$ cat src/rtl/cla_nibble_sequencer.sv
// Multi-cycle WIDTH-bit adder that time-shares one 4-bit CLA cell, one nibble per cycle, LSB first.
// Define CLA_SEQ_SUB_EN to honour in_sub (A-B via ~B and carry-in 1); otherwise in_sub is ignored.

module Cla4Cell (
    output logic [3:0] o_sum,
    output logic       o_cout,
    input  logic [3:0] i_a,
    input  logic [3:0] i_b,
    input  logic       i_cin
);
    logic [3:0] w_p;
    logic [3:0] w_g;
    logic [4:0] w_c;

    assign w_p = i_a ^ i_b;
    assign w_g = i_a & i_b;

    // Carries are flattened generate/propagate terms rather than a ripple chain.
    assign w_c[0] = i_cin;
    assign w_c[1] = w_g[0] | (w_p[0] & w_c[0]);
    assign w_c[2] = w_g[1] | (w_p[1] & w_g[0]) | (w_p[1] & w_p[0] & w_c[0]);
    assign w_c[3] = w_g[2] | (w_p[2] & w_g[1]) | (w_p[2] & w_p[1] & w_g[0])
                  | (w_p[2] & w_p[1] & w_p[0] & w_c[0]);
    assign w_c[4] = w_g[3] | (w_p[3] & w_g[2]) | (w_p[3] & w_p[2] & w_g[1])
                  | (w_p[3] & w_p[2] & w_p[1] & w_g[0])
                  | (w_p[3] & w_p[2] & w_p[1] & w_p[0] & w_c[0]);

    assign o_sum  = w_p ^ w_c[3:0];
    assign o_cout = w_c[4];
endmodule

module cla_nibble_sequencer #(
    parameter int WIDTH = 16
) (
    input  logic             clk,
    input  logic             rst_n,
    input  logic             in_valid,
    output logic             in_ready,
    input  logic [WIDTH-1:0] in_a,
    input  logic [WIDTH-1:0] in_b,
    input  logic             in_cin,
    input  logic             in_sub,
    output logic             out_valid,
    input  logic             out_ready,
    output logic [WIDTH-1:0] out_sum,
    output logic             out_cout,
    output logic             busy
);
    localparam int NIB  = WIDTH / 4;
    localparam int IDXW = (NIB > 1) ? $clog2(NIB) : 1;

    typedef enum logic [1:0] {
        IDLE = 2'd0,
        RUN  = 2'd1,
        DONE = 2'd2
    } state_t;

    state_t            r_state;
    state_t            w_nextState;
    logic [IDXW-1:0]   r_idx;
    logic [WIDTH-1:0]  r_a;
    logic [WIDTH-1:0]  r_b;
    logic [WIDTH-1:0]  r_sum;
    logic              r_carry;

    logic              w_accept;
    logic              w_lastNib;
    logic [WIDTH-1:0]  w_aShift;
    logic [WIDTH-1:0]  w_bShift;
    logic [3:0]        w_nibSum;
    logic              w_nibCout;

    assign w_accept  = in_valid && (r_state == IDLE);
    assign w_lastNib = (r_idx == IDXW'(NIB - 1));
    assign w_aShift  = r_a >> {r_idx, 2'b00};
    assign w_bShift  = r_b >> {r_idx, 2'b00};

    Cla4Cell u_cell (
        .o_sum  (w_nibSum),
        .o_cout (w_nibCout),
        .i_a    (w_aShift[3:0]),
        .i_b    (w_bShift[3:0]),
        .i_cin  (r_carry)
    );

    always_ff @(posedge clk or negedge rst_n) begin
        if (!rst_n) begin
            r_state <= IDLE;
        end else begin
            r_state <= w_nextState;
        end
    end

    always_comb begin
        w_nextState = r_state;
        case (r_state)
            IDLE:    if (in_valid) w_nextState = RUN;
            RUN:     if (w_lastNib) w_nextState = DONE;
            DONE:    if (out_ready) w_nextState = IDLE;
            default: w_nextState = IDLE;
        endcase
    end

    // The sum register is cleared on accept, so each nibble can be OR-ed into place.
    always_ff @(posedge clk or negedge rst_n) begin
        if (!rst_n) begin
            r_idx   <= '0;
            r_a     <= '0;
            r_b     <= '0;
            r_sum   <= '0;
            r_carry <= 1'b0;
        end else if (w_accept) begin
            r_idx <= '0;
            r_a   <= in_a;
            r_sum <= '0;
`ifdef CLA_SEQ_SUB_EN
            r_b     <= in_sub ? ~in_b : in_b;
            r_carry <= in_sub ? 1'b1 : in_cin;
`else
            r_b     <= in_b;
            r_carry <= in_cin;
`endif
        end else if (r_state == RUN) begin
            r_sum   <= r_sum | (WIDTH'(w_nibSum) << {r_idx, 2'b00});
            r_carry <= w_nibCout;
            if (!w_lastNib) begin
                r_idx <= r_idx + IDXW'(1);
            end
        end
    end

`ifndef CLA_SEQ_SUB_EN
    logic w_unusedSub;
    assign w_unusedSub = in_sub;
`endif

    assign in_ready  = (r_state == IDLE);
    assign busy      = (r_state != IDLE);
    assign out_valid = (r_state == DONE);
    assign out_sum   = r_sum;
    assign out_cout  = r_carry;
endmodule

$ cat config.mk
export PLATFORM = sky130hd
export DESIGN_NAME = cla_nibble_sequencer
export DESIGN_NICKNAME = d
export VERILOG_FILES = /design/src/rtl/cla_nibble_sequencer.sv
export SDC_FILE = /design/constraint.sdc
export NUM_CORES = 1
export LEC_CHECK = 0
export ABC_AREA = 1
export CAP_MARGIN = 5
export CELL_PAD_IN_SITES_DETAIL_PLACEMENT = 2
export CELL_PAD_IN_SITES_GLOBAL_PLACEMENT = 2
export CORE_AREA = 8 8 108 110
export DETAILED_ROUTE_END_ITERATION = 8
export DIE_AREA = 0 0 116 118
export PLACE_DENSITY = 0.83
export SETUP_SLACK_MARGIN = 0.1
export SYNTH_ARGS = -nofsm -noshare
export SYNTH_HDL_FRONTEND = slang
export SYNTH_HIERARCHICAL = 1
export SYNTH_SLANG_ARGS = --single-unit
export TNS_END_PERCENT = 50
$ cat constraint.sdc
create_clock -name clk -period 2.4 [get_ports clk]
set_clock_uncertainty 0.05 [all_clocks]
set_input_delay 0.36 -clock clk [delete_from_list [all_inputs] [get_ports clk]]
set_output_delay 0.36 -clock clk [all_outputs]
set_load 0.02 [all_outputs]
==> flow_summary.toml <==
[route]
drt_iter0_markers = 74
drtAntennaViolNets = 0
met1_length_um = 4140
drc = 0
met3WireLength_um = 425
via_per_inst = 4.78
routed-wl-met2_um = 5360
wl_per_cell_um = 17.9
num_vias = 2713
highest_layer = "met4"
dr.pass1.iters = 4
routed_wl_um = 10200

[power]
power.switching_uw = 3430
sw_frac_of_total_pct = 48.6
sequentialPowerShare_pct = 22.5
pwr-share-comb_pct = 68.1
powerDensity_mw_per_mm2 = 1810
power_uw = 7070
p_clk_share_pct = 9.4
p_int_uw = 3630
leakage_uw = 0.00197
ir_drop_mv = 0.488

[finish]
nFillCells = 1179
final_common_cell = "nand2_1"
register_area_mm2 = 0.00133
fin_util_pct = 39.1
diodes = 0
syn2layout_area_growth_pct = 39.5
mostFrequentLayoutCells = "nand2_1 (142), clkdlybuf4s50_1 (55), dfrtp_1 (53)"
drive_above_1_share_pct = 14.6
multiInputGateArea_mm2 = 0.00140
fin_nets = 475

[timing]
finalSetupViolCount = 0
finalMaxSlewViolations = 0
hold_ws_ps = 158
worstMarginPinSlew_ps = 1030
timing.final.ws_setup_ps = 6.22
fmax_ghz = 0.418
post-route-min-period_ps = 2390
final.setup.tns_ps = 0
relSlewSlack_pct = 31.6
rsz0062_at_grt = "true"
post-route-period-util_pct = 99.7
finalHoldViolations = 0

[setup_path]
crit_required_ps = 2570
cp-start-kind = "flop"
critPathCaptureType = "flop"
path_cells = "inv_2, buf_6, buf_12, nand2_4, o211ai_1, nand2_1, ha_4, buf_6, nand4_1, buf_4, nand3_4, nand2_4, nand2_2, o21bai_1, nand2_1, nand2_1"
slowest_stage = "dfrtp_1"
critPathMostFrequentCell = "nand2_1"
critPathKind = "flop to flop"
critPathArrivalTime_ps = 2560
rr_worst_depth = 16
crit_fanout = 6
max_stage_delay_ps = 410

[placed_design]
gp_congestion = 0.735
dp_worst_setup_slack_ps = 10.5
dp_hpwl_um = 6560
port-buffer-count = 56

[logic_synthesis]
syn_inst = 367
syn_nets = 411
ys_ff_latch = 53
yosysSeqAreaShare_pct = 47.3
syn_area_per_cell_um2 = 7.65
yosysWarnings = 6
synth_area_mm2 = 0.00281
synth_cell_types = 22

[hold_path]
holdCritPathClass = "input pin to async pin"

[cts]
cts_tree = "built"
clk_pin_slew_ps = 100
cts_sinks = 53
ctsHoldBuffers = 0
root_buffer = "clkbuf_8"
cts_max_level = 2
clock_path_buffers = 2
clk_latency_ps = 330
cts_buffers = 5

[outcome]
outcome = "finished, final reports clean"

[die]
initial_core_util_pct = 28.1
coreArea_mm2 = 0.0100
die_area_mm2 = 0.0137
row_count = 37
die_h_um = 118
die_w_um = 116
io_pins = 58

[global_routing]
antenna_found_initial = 0
grt_overflow = 0
grt_max_degree = 52
grt_use_total_pct = 14.7
grt_pass1_vias = 3115
grt_pass1_wl_um = 15800

[job]
drv_cap = 0
## synth_stat cells (all sizes together)
cell type	instances	area, um2
nand4	3	18.8
dfrtp	53	1330
fa	1	20.0
clkbuf	3	11.3
ha	5	62.6
xnor2	1	8.76
nor2	19	78.8
or2	1	6.26
nand2	157	599
o21ai	10	50.1
a21oi	1	5.00
o21bai	8	60.1
o211ai	8	60.1
nand3	50	250
inv	30	113
buf	17	136
## layout make-up
class	count	share of cell area [%]
tap	136	4.35
inverter	30	2.88
multi-input combinational	264	35.6
timing repair buffer	77	20.3
clock inverter	1	0.767
clock buffer	7	2.21
sequential	53	33.9
## worst paths after layout
path                                       from                       to  slack [ps]
max in group asynchronous                 rst_n      r_a[12]$_DFFE_PN0N_        1390
hold / removal                            rst_n   out_sum[7]$_DFFE_PN0P_         160
setup reg to reg           r_idx[0]$_DFFE_PN0P_  out_sum[15]$_DFFE_PN0P_           6
min in group clk             r_a[0]$_DFFE_PN0N_       r_a[0]$_DFFE_PN0N_         440
hold reg to reg              r_a[0]$_DFFE_PN0N_       r_a[0]$_DFFE_PN0N_         440
setup / recovery           r_idx[0]$_DFFE_PN0P_  out_sum[15]$_DFFE_PN0P_           6
## worst max-delay path, delay by kind of cell, from the launching register on
family / cells / cell delay [ps]
and+or+nand+nor: 8 / 700
buffers and inverters: 5 / 640
DFF: 1 / 410
adders and majority gates: 1 / 330
AOI/OAI and AO/OA: 2 / 160
## power groups by stage
stage	clock, uW	sequential [uW]	combinational (uW)
detailed placement	0	1590	3400
CTS	683	1580	4010
floorplan	0	1650	2140
finish	663	1590	4810
global placement	0	1560	3170
global route	711	1640	5240
## flip-flops by register name (all words and copies together), names as in the netlist
register,cells
r_b,16
r_a,16
r_state,2
out_sum,16
out_cout,1
r_idx,2
## repair_timing
item,in CTS,in global routing
pin swaps,16,25
endpoints found under the setup margin,8,14
buffers inserted,5,4
resized for setup,25,26
cloned,2,0
## metal layers
metal  vias to the layer above  GRT usage (%)
li1                       1284              -
met1                      1357           16.5
met2                        57           26.4
met3                        15           3.28
met4                         0           4.79
met5                         -              0
## per-stage QoR
stage                     std cells  area (um2)
after floorplan                 367        2810
after global placement          550        3490
after detailed placement        550        3490
after CTS                       564        3770
after global routing            568        3910
final                           568        3910
## kinds of logic after synthesis
| logic type | after synthesis | synth area share (%) |
|---|---|---|
| compound gates | 27 | 6.24 |
| xor+xnor | 1 | 0.312 |
| fa+ha+maj | 6 | 2.94 |
| buf+inv | 50 | 9.27 |
| flops | 53 | 47.3 |
| simple gates | 230 | 34.0 |
No activity file was read; power rests on OpenSTA's default activity.
